## src/rtl/vga_pkg.sv

```systemverilog
// Shared VGA timing definitions: default 640x480@60 geometry, coordinate width and
// a per-axis timing-set type so other modes reuse the same generator via overrides.
package vga_pkg;

    localparam int unsigned CW = 12;

    typedef struct packed {
        int unsigned active;
        int unsigned fp;
        int unsigned sync;
        int unsigned bp;
    } timing_t;

    localparam timing_t H_640X480 = '{active: 640, fp: 16, sync: 96,  bp: 48};
    localparam timing_t V_640X480 = '{active: 480, fp: 10, sync: 2,   bp: 33};
    localparam timing_t H_800X600 = '{active: 800, fp: 40, sync: 128, bp: 88};
    localparam timing_t V_800X600 = '{active: 600, fp: 1,  sync: 4,   bp: 23};

    function automatic int unsigned axis_total(input timing_t t);
        return t.active + t.fp + t.sync + t.bp;
    endfunction

endpackage

```

## src/rtl/vga_axis_counter.sv

```systemverilog
// One raster axis: wrap counter with carry-out, plus active-region and sync-window decodes.
module vga_axis_counter
    import vga_pkg::*;
#(
    parameter int unsigned W = CW,
    parameter timing_t     T = H_640X480
) (
    input  logic         clk,
    input  logic         rst,
    input  logic         inc,
    output logic [W-1:0] cnt,
    output logic         carry,
    output logic         active,
    output logic         in_sync
);

    localparam int unsigned  TOTAL      = axis_total(T);
    localparam logic [W-1:0] LAST       = W'(TOTAL - 1);
    localparam logic [W-1:0] ACT_END    = W'(T.active);
    localparam logic [W-1:0] SYNC_START = W'(T.active + T.fp);
    localparam logic [W-1:0] SYNC_END   = W'(T.active + T.fp + T.sync);

    logic [W-1:0] cnt_d, cnt_q;
    logic         at_last;

    assign at_last = (cnt_q == LAST);
    assign carry   = inc && at_last;

    always_comb begin
        cnt_d = cnt_q;
        if (inc) begin
            cnt_d = at_last ? '0 : cnt_q + 1'b1;
        end
    end

    always_ff @(posedge clk or posedge rst) begin
        if (rst) begin
            cnt_q <= '0;
        end else begin
            cnt_q <= cnt_d;
        end
    end

    assign cnt     = cnt_q;
    assign active  = (cnt_q < ACT_END);
    assign in_sync = (cnt_q >= SYNC_START) && (cnt_q < SYNC_END);

endmodule

```

## src/rtl/vga_timing.sv

```systemverilog
// VGA raster timing generator: pixel coordinates, data-enable, syncs and line/frame
// strobes, all registered one cycle after the counters so they describe the same pixel.
module vga_timing #(
    parameter int unsigned H_ACTIVE = vga_pkg::H_640X480.active,
    parameter int unsigned H_FP     = vga_pkg::H_640X480.fp,
    parameter int unsigned H_SYNC   = vga_pkg::H_640X480.sync,
    parameter int unsigned H_BP     = vga_pkg::H_640X480.bp,
    parameter int unsigned V_ACTIVE = vga_pkg::V_640X480.active,
    parameter int unsigned V_FP     = vga_pkg::V_640X480.fp,
    parameter int unsigned V_SYNC   = vga_pkg::V_640X480.sync,
    parameter int unsigned V_BP     = vga_pkg::V_640X480.bp,
    parameter bit          HS_POL   = 1'b0,
    parameter bit          VS_POL   = 1'b0,
    parameter int unsigned CW       = vga_pkg::CW
) (
    input  logic          clk,
    input  logic          rst,
    input  logic          en,
    output logic [CW-1:0] hdata,
    output logic [CW-1:0] vdata,
    output logic          de,
    output logic          hsync,
    output logic          vsync,
    output logic          line_start,
    output logic          frame_start
);

    import vga_pkg::*;

    localparam timing_t H_T = '{active: H_ACTIVE, fp: H_FP, sync: H_SYNC, bp: H_BP};
    localparam timing_t V_T = '{active: V_ACTIVE, fp: V_FP, sync: V_SYNC, bp: V_BP};

    logic [CW-1:0] h_cnt, v_cnt;
    logic          h_carry, v_carry;
    logic          h_active, v_active;
    logic          h_in_sync, v_in_sync;
    logic          origin_q;

    vga_axis_counter #(
        .W (CW),
        .T (H_T)
    ) u_h_axis (
        .clk     (clk),
        .rst     (rst),
        .inc     (en),
        .cnt     (h_cnt),
        .carry   (h_carry),
        .active  (h_active),
        .in_sync (h_in_sync)
    );

    vga_axis_counter #(
        .W (CW),
        .T (V_T)
    ) u_v_axis (
        .clk     (clk),
        .rst     (rst),
        .inc     (h_carry),
        .cnt     (v_cnt),
        .carry   (v_carry),
        .active  (v_active),
        .in_sync (v_in_sync)
    );

    // Counters sit at (0,0) only after reset or a full-frame wrap, so track that
    // directly instead of decoding both counters for the frame strobe.
    always_ff @(posedge clk or posedge rst) begin
        if (rst) begin
            origin_q <= 1'b1;
        end else if (en) begin
            origin_q <= v_carry;
        end
    end

    always_ff @(posedge clk or posedge rst) begin
        if (rst) begin
            hdata       <= '0;
            vdata       <= '0;
            de          <= 1'b0;
            hsync       <= ~HS_POL;
            vsync       <= ~VS_POL;
            line_start  <= 1'b0;
            frame_start <= 1'b0;
        end else if (en) begin
            hdata       <= h_cnt;
            vdata       <= v_cnt;
            de          <= h_active && v_active;
            hsync       <= h_in_sync ? HS_POL : ~HS_POL;
            vsync       <= v_in_sync ? VS_POL : ~VS_POL;
            line_start  <= (h_cnt == '0);
            frame_start <= origin_q;
        end else begin
            // Levels hold while stalled; strobes must not stretch.
            line_start  <= 1'b0;
            frame_start <= 1'b0;
        end
    end

endmodule
```

## config.mk

```make
export PLATFORM = sky130hd
export DESIGN_NAME = vga_timing
export DESIGN_NICKNAME = d
export VERILOG_FILES = /design/src/rtl/vga_pkg.sv /design/src/rtl/vga_axis_counter.sv /design/src/rtl/vga_timing.sv
export SDC_FILE = /design/constraint.sdc
export NUM_CORES = 1
export LEC_CHECK = 0
export ABC_CLOCK_PERIOD_IN_PS = 3500
export BUFFER_PORTS_ARGS = -buffer_cell sky130_fd_sc_hd__buf_2
export CORE_MARGIN = 3
export CORE_UTILIZATION = 61
export CTS_CLUSTER_DIAMETER = 50
export DETAILED_ROUTE_END_ITERATION = 16
export HOLD_SLACK_MARGIN = 0.06
export PLACE_DENSITY = 0.83
export SKIP_CTS_REPAIR_TIMING = 1
export SLEW_MARGIN = 25
export SYNTH_ARGS = -nofsm -noshare
export SYNTH_HDL_FRONTEND = slang
export SYNTH_HIERARCHICAL = 1
export SYNTH_SLANG_ARGS = --single-unit
export TNS_END_PERCENT = 5
```

## constraint.sdc

```tcl
create_clock -name clk -period 3.5 [get_ports clk]
set_input_delay 0.175 -clock clk [delete_from_list [all_inputs] [get_ports clk]]
set_output_delay 0.175 -clock clk [all_outputs]
set_load 0.01 [all_outputs]
```

======== Word level (Yosys, flattened, before mapping) ========
Cells that the tools add are included.
operators by class
  reductions and logical operators ........ 6
  $add $sub $neg .......................... 2
  multiplexer cells ....................... 6
  eq/ne operators ......................... 2
  order comparisons ....................... 6
operator list
  cell                   count
  $add 12x1->12 const B  2
  $eq 12x10->1 const B   2
  $lt 12x10->1 const B   2
  $lt 12x9->1 const B    2
  $mux 12                2
  $ge 12x10->1 const B   1
  $ge 12x9->1 const B    1
  $logic_not 12->1       1
  $logic_and 1x1->1      5
  $mux 1                 4
word-level totals
  input bits .............................. 3
  register bits after elaboration ......... 54
  word-level logic and storage cells ...... 32

======== Longest topological paths before layout ========
  depth in word-level cells ............... 3
  depth in mapped cells ................... 7

======== By module ========
The synthesis kept the hierarchy.
modules (own cells, without submodules)
  module                       instances  cells an instance  area an instance (um^2)
  vga_timing                   1          72                 1137.3
  vga_axis_counter (u_h_axis)  1          71                 718.2
  vga_axis_counter (u_v_axis)  1          67                 688.2

======== Least setup slack after synthesis ========
Ideal clock, no wire load.
  path kind ............................... flip-flop to flip-flop
  start point ............................. register u_h_axis.cnt_q[6] (netlist: u_h_axis/cnt[6])
  end point ............................... register u_v_axis.cnt_q[9] (netlist: u_v_axis/cnt[9])
  slack ................................... 1292 ps
  cell stages (with the launch flop) ...... 7
  arrival ................................. 2135 ps
  data required time ...................... 3427 ps
  cells stage by stage .................... dfrtp_1 or3_4 nor4_4 buf_2 nand3_1 or4_4 a21oi_2
between the ends
  cells in the longest elaborated chain, start to end .. 2
RTL lines
  what                    RTL line                text
  from (decl)             vga_axis_counter.sv:23  logic [W-1:0] cnt_d, cnt_q;
  from (signal assigned)  vga_axis_counter.sv:40  cnt_q <= cnt_d;
  $eq 12x10->1            vga_axis_counter.sv:26  assign at_last = (cnt_q == LAST);
  $logic_and 1x1->1       vga_axis_counter.sv:27  assign carry = inc && at_last;
  named net h_carry       vga_timing.sv:34        logic h_carry, v_carry;
  to (signal assigned)    vga_axis_counter.sv:40
  to (decl)               vga_axis_counter.sv:23
The timed path passes the listed nets, and every way through them passes these cells.
A chain may end at the register's enable or synchronous reset.

======== Worst setup path after layout ========
Same ends and word-level chain as after synthesis.

==> flow_summary.yaml <==
synthesis:
  ys_types: 46
  synth.top_cells.by_count: "dfrtp_1, mux2_2, inv_1"
  synth_top_area_share_pct: 50.2
  syn_inst: 210
  syn_avg_cell_area_um2: 12.1
  ys_seq_elements: 54
  ys_async_sr_fraction_pct: 100
  synth.most_common_cell: "dfrtp_1"
  yosysWarnings: 6
  synth-seq-area-share_pct: 53.3
  yosys_most_used_dff: "dfrtp_1"
  synthesis.area_um2: 2540
  synth_edf_count: 0
  synth_area_leaders: "dfrtp_1, mux2_2, dfstp_2"
  syn-num-nets: 217
  yosysTopAreaCell: "dfrtp_1"
floorplan:
  core_um2: 3830
  chipHeight_um: 70.6
  start_util_pct: 66.5
  die_area_um2: 4980
  die_width_um: 70.6
  rows: 22
  ios: 32
global_routing:
  grt_pass1_wl_um: 8240
  grt_pass1_vias: 1691
  grt_max_degree: 41
  global_route.overflow_total: 0
  antenna_found_initial: 0
  grtUsageTotal_pct: 20.9
power:
  ir_drop_mv: 0.371
  power_leakage_nw: 1.33
  totalPowerFinal_mw: 1.41
  p_per_area_nw_per_um2: 493
detailed_routing:
  detail_route.vias_per_cell: 5.86
  routed_wl_um: 4850
  wl_per_cell_um: 16.4
  vias: 1730
  drc: 0
  ant_nets: 0
  dr.pass1.iters: 4
  drt_iter0_markers: 101
sta:
  slew_headroom_pct: 56.4
  setup_ws_ns: 1.25
  hold_viol_final: 0
  finalCriticalPeriod_ns: 2.25
  post-route-period-util_pct: 64.1
  clock_skew_ns: 0.00905
  setup_viol: 0
  setup-tns-final_ns: 0
  drv_slew: 0
  worst_pin_slew_ns: 0.653
  rsz0062_at_grt: "false"
  timing.fmax_mhz: 445
placed_design:
  hpwl_um: 3420
  port_buffers: 31
  gp_congestion: 0.784
  place_area_um2: 2740
  dpl_worst_slack_ns: 1.28
flow_run:
  cap_violations: 0
critical_path:
  crit_path_start_kind: "flip-flop"
  critPathKind: "reg -> reg"
  regToRegSetupSlack_ns: 1.25
  worstPathMaxFanout: 13
  required_ns: 3.74
  setup.worst_path.end_class: "flip-flop"
  crit_arrival_ns: 2.49
clock_tree:
  cts_tree: "built"
  clk_pin_slew_ns: 0.09
  cts_sinks: 54
  clk_latency_ns: 0.31
  clock_path_buffers: 2
  h-tree-depth: 2
  numCtsBuffers: 5
  cts_root_buf: "clkbuf_8"
final_layout:
  nFillCells: 253
  diodes: 0
  finalNetCount: 253
  syn2layout_area_growth_pct: 12.3
  final_cell_area_um2: 2860
  final_util_pct: 74.7
  drive_gt1_share_pct: 34.0
status:
  status: "completed"
min_path:
  min_path_type: "in -> reg"
[where the power goes]
| part | switching, mW | total (mW) | internal [mW] |
|---|---|---|---|
| combinational | 0.130 | 0.236 | 0.105 |
| sequential | 0.0821 | 0.767 | 0.685 |
| clock | 0.191 | 0.405 | 0.214 |
[metrics by stage]
stage	hold WS [ns]	cells
6_report	0.225	295
5_1_grt	0.227	295
4_1_cts	-0.0894	294
3_5_place_dp	0.244	286
3_3_place_gp	0.232	286
2_1_floorplan	0.0397	210
[area by class of cell]
cell class              count  area (µm²)  share of cell area [%]
clock buffers               7        76.3                    2.67
clock inverters             1        30.0                    1.05
inverters                  17        63.8                    2.23
well taps                  48        60.1                    2.10
flip-flops and latches     54        1360                    47.4
multi-input cells         134        1090                    38.2
repair buffers             34         180                    6.30
[sequential cells by signal (all words and copies together), names as in the netlist]
name / flops
hdata: 12
line_start: 1
vdata: 12
u_h_axis/cnt: 12
vsync: 1
frame_start: 1
de: 1
u_v_axis/cnt: 12
origin_q: 1
hsync: 1
[routing by layer]
layer | share of wire, % | global-route usage (%) | up-vias
li1 | - | - | 824
met1 | 48 | 30.8 | 848
met2 | 45 | 31.2 | 53
met3 | 5.9 | 4.40 | 5
met4 | 1.1 | 7.10 | 0
met5 | 0 | 0 | -
[cells in the final DEF, fill, tap and decap left out, types with 2 or more instances in the layout]
cell / synthesis / routed
dfrtp_1: 51 / 51
nand3_1: 9 / 9
nor4b_1: 2 / 2
a21oi_1: 3 / 3
and2_1: 2 / 2
o21ai_0: 5 / 5
o22ai_1: 2 / 2
nand3_4: 2 / 2
ha_1: 4 / 4
clkbuf_8: 0 / 5
dfstp_2: 3 / 3
nor2_1: 4 / 4
xnor2_1: 3 / 3
nor4_1: 4 / 4
mux2i_1: 2 / 2
buf_2: 2 / 31
nor4_2: 3 / 3
buf_4: 3 / 2
nor3_1: 9 / 9
nand4_1: 4 / 4
nand2b_1: 3 / 3
inv_1: 17 / 16
xor2_1: 9 / 9
mux2_2: 26 / 26
nand2_1: 10 / 10
nor4_4: 2 / 2
or3_1: 4 / 4
clkbuf_1: 0 / 2
o21ai_1: 3 / 3
[logic make-up after synthesis]
group	after synthesis	share of synthesized area [%]
AO/OA/AOI/OAI	20	4.97
XOR/XNOR	12	4.13
adder cells (fa/ha/maj)	4	1.97
buffers and inverters	22	3.79
flip-flops	54	53.3
multiplexers	28	12.3
AND/OR/NAND/NOR	70	19.6
[worst paths after layout]
path,to,startpoint,cells after the start
min in group asynchronous,u_h_axis/cnt[1],rst,3
hold / removal,u_h_axis/cnt[2],en,3
setup / recovery,u_v_axis/cnt[9],u_h_axis/cnt[6],6
hold reg to reg,vsync,vsync,2
setup reg to reg,u_v_axis/cnt[9],u_h_axis/cnt[6],6
max in group asynchronous,line_start,rst,3
[critical path, cell delays in order, from the launching register on]
cell and delay (ns):
dfrtp_1 0.47, or3_4 0.45, nor4_4 0.21, buf_4 0.22
nand3_1 0.17, or4_4 0.52, a21oi_2 0.15
No activity file was read; power rests on OpenSTA's default activity.
